`src/rtl/config_tree_result_unpacker_pkg.sv`:
```
// Shared types and helpers for the tree-adder result unpacker.
// Holds the FSM state encoding, the lane codes and the half-field sign extension.
package config_tree_pkg;

    typedef enum logic [1:0] {
        IDLE    = 2'd0,
        EMIT_LO = 2'd1,
        EMIT_HI = 2'd2
    } state_e;

    localparam logic LANE_LO = 1'b0;
    localparam logic LANE_HI = 1'b1;

    // Widest W the helper below supports.
    localparam int MAX_W = 64;

    // Sign-extends the low w/2 bits of field into a w-bit value (upper bits above w are 0).
    function automatic logic [MAX_W-1:0] sext_half(input logic [MAX_W-1:0] field, input int w);
        logic [MAX_W-1:0] r;
        r = '0;
        for (int i = 0; i < MAX_W; i++) begin
            if (i < w / 2)
                r[i] = field[i];
            else if (i < w)
                r[i] = field[w/2-1];
        end
        return r;
    endfunction

endpackage

```
`src/rtl/config_tree_result_unpacker.sv`:
```
// Streaming unpacker for the configurable adder tree: one packed word in, one (full)
// or two (halved) sign-extended results out, with registered outputs and valid/ready.
module config_tree_result_unpacker
    import config_tree_pkg::*;
#(
    parameter int W = 16
) (
    input  logic         clk_i,
    input  logic         rst_ni,
    input  logic         in_valid_i,
    output logic         in_ready_o,
    input  logic [W-1:0] in_data_i,
    input  logic         in_halved_i,
    output logic         out_valid_o,
    input  logic         out_ready_i,
    output logic [W-1:0] out_data_o,
    output logic         out_lane_o,
    output logic         out_last_o
);

    state_e           state_q, state_d;
    logic [W/2-1:0]   hold_hi_q, hold_hi_d;
    logic             hold_halved_q, hold_halved_d;
    logic [W-1:0]     data_q, data_d;
    logic             lane_q, lane_d;
    logic             last_q, last_d;

    logic             accept;
    logic             take;
    logic [W-1:0]     in_lo_sext;
    logic [W-1:0]     hold_hi_sext;

    assign in_lo_sext   = W'(sext_half(MAX_W'(in_data_i[W/2-1:0]), W));
    assign hold_hi_sext = W'(sext_half(MAX_W'(hold_hi_q), W));

    assign out_valid_o = (state_q != IDLE);
    assign out_data_o  = data_q;
    assign out_lane_o  = lane_q;
    assign out_last_o  = last_q;

    // Accepting while the final beat leaves avoids a bubble between words.
    assign in_ready_o = rst_ni & ((state_q == IDLE) | (out_ready_i & last_q));
    assign accept     = in_valid_i & in_ready_o;
    assign take       = out_valid_o & out_ready_i;

    always_comb begin
        state_d       = state_q;
        hold_hi_d     = hold_hi_q;
        hold_halved_d = hold_halved_q;
        data_d        = data_q;
        lane_d        = lane_q;
        last_d        = last_q;

        if (take && state_q == EMIT_LO && hold_halved_q) begin
            state_d = EMIT_HI;
            data_d  = hold_hi_sext;
            lane_d  = LANE_HI;
            last_d  = 1'b1;
        end else if (accept) begin
            // accept implies IDLE or the last beat leaving this cycle
            state_d       = EMIT_LO;
            hold_hi_d     = in_data_i[W-1:W/2];
            hold_halved_d = in_halved_i;
            data_d        = in_halved_i ? in_lo_sext : in_data_i;
            lane_d        = LANE_LO;
            last_d        = ~in_halved_i;
        end else if (take) begin
            state_d = IDLE;
            data_d  = '0;
            lane_d  = LANE_LO;
            last_d  = 1'b0;
        end
    end

    always_ff @(posedge clk_i or negedge rst_ni) begin
        if (!rst_ni) begin
            state_q       <= IDLE;
            hold_hi_q     <= '0;
            hold_halved_q <= 1'b0;
            data_q        <= '0;
            lane_q        <= LANE_LO;
            last_q        <= 1'b0;
        end else begin
            state_q       <= state_d;
            hold_hi_q     <= hold_hi_d;
            hold_halved_q <= hold_halved_d;
            data_q        <= data_d;
            lane_q        <= lane_d;
            last_q        <= last_d;
        end
    end

endmodule

```
`config.mk`:
```
export PLATFORM = sky130hd
export DESIGN_NAME = config_tree_result_unpacker
export DESIGN_NICKNAME = d
export VERILOG_FILES = /design/src/rtl/config_tree_result_unpacker_pkg.sv /design/src/rtl/config_tree_result_unpacker.sv
export SDC_FILE = /design/constraint.sdc
export NUM_CORES = 1
export LEC_CHECK = 0
export ABC_CLOCK_PERIOD_IN_PS = 2000
export CORE_UTILIZATION = 45
export DETAILED_ROUTE_END_ITERATION = 16
export GPL_TIMING_DRIVEN = 1
export PLACE_DENSITY = 0.78
export SLEW_MARGIN = 10
export SYNTH_ARGS = -nofsm -noshare
export SYNTH_HDL_FRONTEND = slang
export SYNTH_SLANG_ARGS = --single-unit
```
`constraint.sdc`:
```
create_clock -name clk_i -period 2 [get_ports clk_i]
set_input_delay 0.4 -clock clk_i [delete_from_list [all_inputs] [get_ports clk_i]]
set_output_delay 0.4 -clock clk_i [all_outputs]
set_load 0.01 [all_outputs]
```
==> metrics.md, run 1 <==
| Metric | Value |
|---|---|
| Status | `finished, final reports clean` |
| RSZ-0062 raised after global routing | `false` |
| Inst Count DP | `173` |
| Number of synthesized flops with an enable pin | `0` |
| Worst-Skew Late Latency | `320 ps` |
| Vias in the first global route | `1,048` |
| DR pass1 iterations | `4` |
| Syn Area/Cell | `around 14 um2` |
| Worst slew margin | `0.718` |
| Final min period | `between 1500 and 2000 ps` |
| Top_reg_cell synth | `dfrtp_1` |
| Final HPWL DP | `2330 um` |
| Fin crit share | `0.971` |
| Max Freq | `0.515 GHz` |
| Slew @ Worst Pin | `421 ps` |
| Gr ovfl total | `0` |
| Net Count, Synth | `115` |
| Ys async rst share | `1.00` |
| Setup WS pre-CTS | `-89.7 ps` |
| H-tree levels | `1` |
| Register bit total from synthesis | `28` |
| Largest cells by area after synthesis | `dfrtp_1 54%, mux2_2 15%, a221o_1 11%` |
| Core outline area | `0.00273 mm2` |
| Clock skew | `4.96 ps` |
| Final setup vio count | `0` |
| Crit Path Max Fanout | `6` |
| R2R depth | `5` |
| CTS tree | `yes` |
| Startpoint Class | `flip-flop` |
| Vert. Die Dim | `55.6 um` |
| Clock transition at path regs | `150 ps` |
| Nets | `170` |
| Yosys top cell by area | `dfrtp_1` |
| Slew Viols, Final | `0` |
| Syn Inst Count | `94` |
| CTS sink count | `28` |
| Pwr Total | `about 2400 uW` |
| Fill cell count | `217` |
| Yosys warns | `0` |
| Finished Layout Cells | `around 180` |
| GRT Total Usage | `0.223` |
| Syn-to-layout area delta | `46.9%` |
| Reg-to-Reg End | `out_data_o[7]$_DFFE_PN0P_` |
| DR WL/cell | `approximately 18 um` |
| Synth top cells by count | `28 x dfrtp_1, 17 x mux2_2, 14 x a221o_1, 5 x nor4b_1` |
| Post-synth top area share | `0.543` |
| Final hold vios | `0` |
| CTS buffer count | `3` |
| Total Die Area | `0.00309 mm2` |
| Final WL | `approximately 3200 um` |
| Ant. Diodes | `0` |
| Crit. End Element | `output port` |
| Io pins | `41` |
| Layout cells sized above 1 | `0.284` |
| Vias per cell | `roughly 6` |
| Post-synthesis cell type count | `23` |
| Standard-cell rows | `19` |
| Via count | `1,055` |
| RR Startpoint | `state_q[0]$_DFFE_PN0P_` |
| Multi-input gate area | `around 540 um2` |
| R2R Setup Slk | `about 310 ps` |
| Crit Path Class | `reg -> out` |
| Initial drt markers | `36` |
| Die W | `55.6 um` |
| Reg area | `approximately 700 um2` |
| Clock Tree Buf Depth | `2` |
| TNS Setup | `0 ps` |
| Most common cell in the synthesized netlist | `dfrtp_1` |
| Initial antenna violation count | `0` |
| Port Buffers | `40` |
| Largest net degree at the start of global routing | `20` |
| Mapped Area | `approximately 0.0013 mm2` |
| Worst hold path class | `in -> async` |
| Final worst setup slack | `about 58 ps` |
| Global placement routability congestion | `0.748` |
| Max-Cap Viols | `0` |
| Initial Util | `0.472` |
| Leakage | `0.000831 uW` |
| Routed Antenna Nets | `0` |
| First-pass GRT wire length | `5370 um` |
| Register area share after synthesis | `0.543` |
| Root Buffer | `clkbuf_4` |
| Hold WS | `489 ps` |
| DRC | `0` |
| Power per cell area | `1290 mW/mm2` |
| Crit path DAT | `between 1500 and 2000 ps` |
| Peak supply drop | `0.000900 V` |
| Data required, critical path | `1600 ps` |
==> metal layers <==
metal | share of wire | vias to the layer above | global-route usage | wire [um]
li1 | - | 475 | - | -
met1 | 0.46 | 524 | 0.314 | 1440
met2 | 0.47 | 52 | 0.348 | 1490
met3 | 0.059 | 4 | 0.0398 | 185
met4 | 0.0095 | 0 | 0.0821 | 30
met5 | 0 | - | 0 | 0
==> cells by family (layout without fill, tap and decap cells) <==
group,count (synthesis),after routing,synth area share
flops,28,28,0.543
compound gates,23,23,0.166
mux,17,17,0.148
simple gates,16,16,0.105
buf+inv,10,64,0.0388
==> critical path: stages, from the launching register on <==
cell and delay (ps):
dfrtp_2 460, or2_2 270, clkdlybuf4s50_1 480
==> what timing repair did <==
item | 4_1_cts | 5_1_grt
gates resized for setup | 1 | 1
hold buffers | 0 | 0
setup buffers | 0 | 2
setup endpoints to repair | 1 | 1
pin swaps | 0 | 0
==> sequential cells by signal, summed over array words and instances, names as in the netlist <==
name	count
state_q	2
out_data_o	16
hold_hi_q	8
out_last_o	1
hold_halved_q	1
==> layout by cell type, fill, tap and decap left out, drive strengths merged, types with 2 or more instances in the layout <==
| cell | netlist | layout |
|---|---|---|
| nor3 | 2 | 2 |
| a221o | 14 | 14 |
| a21o | 2 | 2 |
| a22oi | 4 | 4 |
| and2 | 2 | 2 |
| dfrtp | 28 | 28 |
| or4b | 2 | 2 |
| nor4b | 5 | 5 |
| inv | 3 | 3 |
| clkdlybuf4s50 | 0 | 39 |
| clkbuf | 1 | 3 |
| buf | 6 | 17 |
| mux2 | 17 | 17 |
==> per-stage QoR <==
| stage | instance area [um2] | utilization |
|---|---|---|
| after floorplan | 1290 | - |
| after global placement | 1830 | 0.669 |
| after detailed placement | 1830 | 0.669 |
| after CTS | 1880 | 0.688 |
| after global routing | 1900 | 0.694 |
| final | 1900 | 0.694 |
==> worst max-delay path by stage <==
stage / from / end / slack [ps]
floorplan: state_q[1]$_DFFE_PN0P_ / hold_hi_q[0]$_DFFE_PN0P_ / 380
global placement: out_ready_i / in_ready_o / -90
detailed placement: rst_ni / in_ready_o / -90
CTS: state_q[1]$_DFFE_PN0P_ / out_valid_o / 20
global route: state_q[0]$_DFFE_PN0P_ / out_valid_o / 3
finish: state_q[1]$_DFFE_PN0P_ / out_valid_o / 60
==> where the power goes <==
group,leakage (uW),switching [uW],internal [uW]
combinational,0.000459,403,676
sequential,0.000344,171,824
clock,0.0000279,164,203
total,0.000831,737,1700
==> final cells by class <==
cell class | instances | share of cell area
Clock buffer | 3 | 0.0119
Tap cell | 31 | 0.0204
Timing Repair Buffer | 57 | 0.291
Multi-Input combinational cell | 56 | 0.285
Clock inverter | 1 | 0.0158
Sequential cell | 28 | 0.370
Inverter | 3 | 0.00594
(Power assumes the default switching activity.)
==> run 2, diff against run 1 <==
Settings changed: SLEW_MARGIN 10 to default.
==> results of run 2 <==
Final layout, timing and power as in run 1 (identical DEF).
==> run 3, diff against run 2 <==
Settings changed: CTS_CLUSTER_SIZE from default to 14, SKIP_CTS_REPAIR_TIMING from default to 1, SKIP_LAST_GASP from default to 1.
==> run 3 against run 2 <==
Against the previous run:
- cell count unchanged
- die area unchanged
- via count down 1.7%
- maximum frequency about the same
- first-iteration DRC count unchanged
- worst setup slack about the same
- clock power about the same
- sequential share of layout area down 0.12 points
- highest routed layer unchanged
==> metrics.md, run 3 (same netlist as run 1, synthesis figures left out) <==
| Metric | Value |
|---|---|
| Peak supply drop | `0.000899 V` |
| Worst-Skew Late Latency | `approximately 320 ps` |
| Root Buffer | `clkbuf_4` |
| Syn-to-layout area delta | `47.4%` |
| Placed cell area | `0.00183 mm2` |
| Initial antenna violation count | `0` |
| Leakage | `0.000850 uW` |
| Hold WS | `112 ps` |
| End point of the critical path | `out_valid_o` |
| H-tree levels | `1` |
| Die W | `approximately 56 um` |
| Nets | `170` |
| Final WL | `3150 um` |
| Most common cell after layout, fill and taps aside | `clkdlybuf4s50_1` |
| Io pins | `41` |
| Reg area | `702 um2` |
| Initial drt markers | `36` |
| DR WL/cell | `17.6 um` |
| Crit Path Class | `reg -> out` |
| Standard-cell rows | `19` |
| Final worst setup slack | `57.9 ps` |
| Critical-path cell list | `or2_2, clkdlybuf4s50_1` |
| Fill cell count | `216` |
| Routed Antenna Nets | `0` |
| Top routing layer in use | `met4` |
| DRC | `0` |
| Initial Util | `0.472` |
| Multi-input gate area | `541 um2` |
| WL met1 | `1440 um` |
| Most frequent cells in the layout | `38 x clkdlybuf4s50_1, 27 x dfrtp_1, 17 x mux2_2` |
| Vias per cell | `roughly 5.8` |
| Fin crit share | `0.971` |
| Vias in the first global route | `about 1,000` |
| RR Startpoint | `state_q[0]$_DFFE_PN0P_` |
| Power per cell area | `roughly 1300 mW/mm2` |
| Crit. End Element | `output port` |
| Core outline area | `approximately 0.0027 mm2` |
| Clock Tree Buf Depth | `2` |
| Vert. Die Dim | `about 56 um` |
| Crit Path Max Fanout | `6` |
| Status | `finished, final reports clean` |
| R2R depth | `5` |
| R2R Setup Slk | `320 ps` |
| Final HPWL DP | `between 2000 and 2500 um` |
| CTS buffer count | `3` |
| Final hold vios | `0` |
| Clock skew | `4.99 ps` |
| Critical path's slowest cell | `clkdlybuf4s50_1` |
| Routed wl met3 | `186 um` |
| Ant. Diodes | `0` |
| Data required, critical path | `about 1600 ps` |
| Final Instance Area | `between 0.0015 and 0.002 mm2` |
| RSZ-0062 raised after global routing | `false` |
| CTS sink count | `28` |
| Port Buffers | `40` |
| Startpoint Class | `flip-flop` |
| GRT Total Usage | `0.223` |
| CP Launch Point | `state_q[1]$_DFFE_PN0P_` |
| Reg-to-Reg End | `out_data_o[7]$_DFFE_PN0P_` |
| Total Die Area | `between 0.003 and 0.004 mm2` |
| Gr ovfl total | `0` |
| Clock transition at path regs | `150 ps` |
| Largest net degree at the start of global routing | `20` |
| Max-Cap Viols | `0` |
| Max reg flops | `16` |
| Routed met2 length | `1490 um` |
| Global placement routability congestion | `~0.75` |
| TNS Setup | `0 ps` |
| Worst slew margin | `0.720` |
| Crit path largest cell delay | `around 480 ps` |
| Final min period | `1940 ps` |
| Max Freq | `0.515 GHz` |
| CTS tree | `yes` |
| Crit path DAT | `1540 ps` |
| Final setup vio count | `0` |
| DR pass1 iterations | `4` |
| Setup WS pre-CTS | `-89.7 ps` |
| First-pass GRT wire length | `5370 um` |
| Via count | `between 1,000 and 1,500` |
| Slew @ Worst Pin | `419 ps` |
| Worst hold path class | `in -> async` |
| Util after Layout | `0.696` |
| Slew Viols, Final | `0` |
| Layout cells sized above 1 | `0.284` |
## run 3: cell count changes in the layout (fill, tap and decap cells not counted), sizes merged
| cell | previous run | this run |
|---|---|---|
| dlygate4sd2 | 1 | 0 |
| dlymetal6s2s | 0 | 2 |
| clkdlybuf4s50 | 39 | 38 |
## run 3: report_power, final
group / internal, uW / switching [uW]
Clock: 203 / 164
Sequential: 824 / 172
Combinational: 677 / 403
## run 3: area by class of cell
cell class,instances,area share
Multi-Input combinational cell,56,0.284
Tap cell,31,0.0204
Inverter,3,0.00592
Sequential cell,28,0.369
Timing Repair Buffer,57,0.293
Clock inverter,1,0.0158
Clock buffer,3,0.0118
## run 3: routing by layer
metal,track usage,vias up
met5,0,-
met4,0.0821,0
met3,0.0398,4
met2,0.348,47
met1,0.314,511
li1,-,475
## run 3: critical path, delay by kind of cell, from the launching register on
| kind | cells | cell delay, ps |
|---|---|---|
| flip-flops | 1 | 460 |
| buffers and inverters | 1 | 480 |
| AND/OR/NAND/NOR | 1 | 270 |
## run 3: stage by stage
stage,total power [uW],std cells
after detailed placement,2070,173
after global routing,2580,179
after global placement,2030,173
after CTS,2440,177
after floorplan,1470,94
final,2440,179
## run 3: how the worst min path moves through the flow
| stage | start | end | slack [ps] | depth (start not counted) |
|---|---|---|---|---|
| final | rst_ni | out_data_o[0]$_DFFE_PN0P_ | 110 | 2 |
| after global routing | rst_ni | out_data_o[0]$_DFFE_PN0P_ | 140 | 2 |
| after CTS | rst_ni | out_data_o[0]$_DFFE_PN0P_ | 490 | 2 |
| after detailed placement | hold_hi_q[7]$_DFFE_PN0P_ | hold_hi_q[7]$_DFFE_PN0P_ | 490 | 1 |
| after global placement | hold_hi_q[7]$_DFFE_PN0P_ | hold_hi_q[7]$_DFFE_PN0P_ | 490 | 1 |
| after floorplan | rst_ni | hold_halved_q$_DFFE_PN0P_ | 100 | 0 |
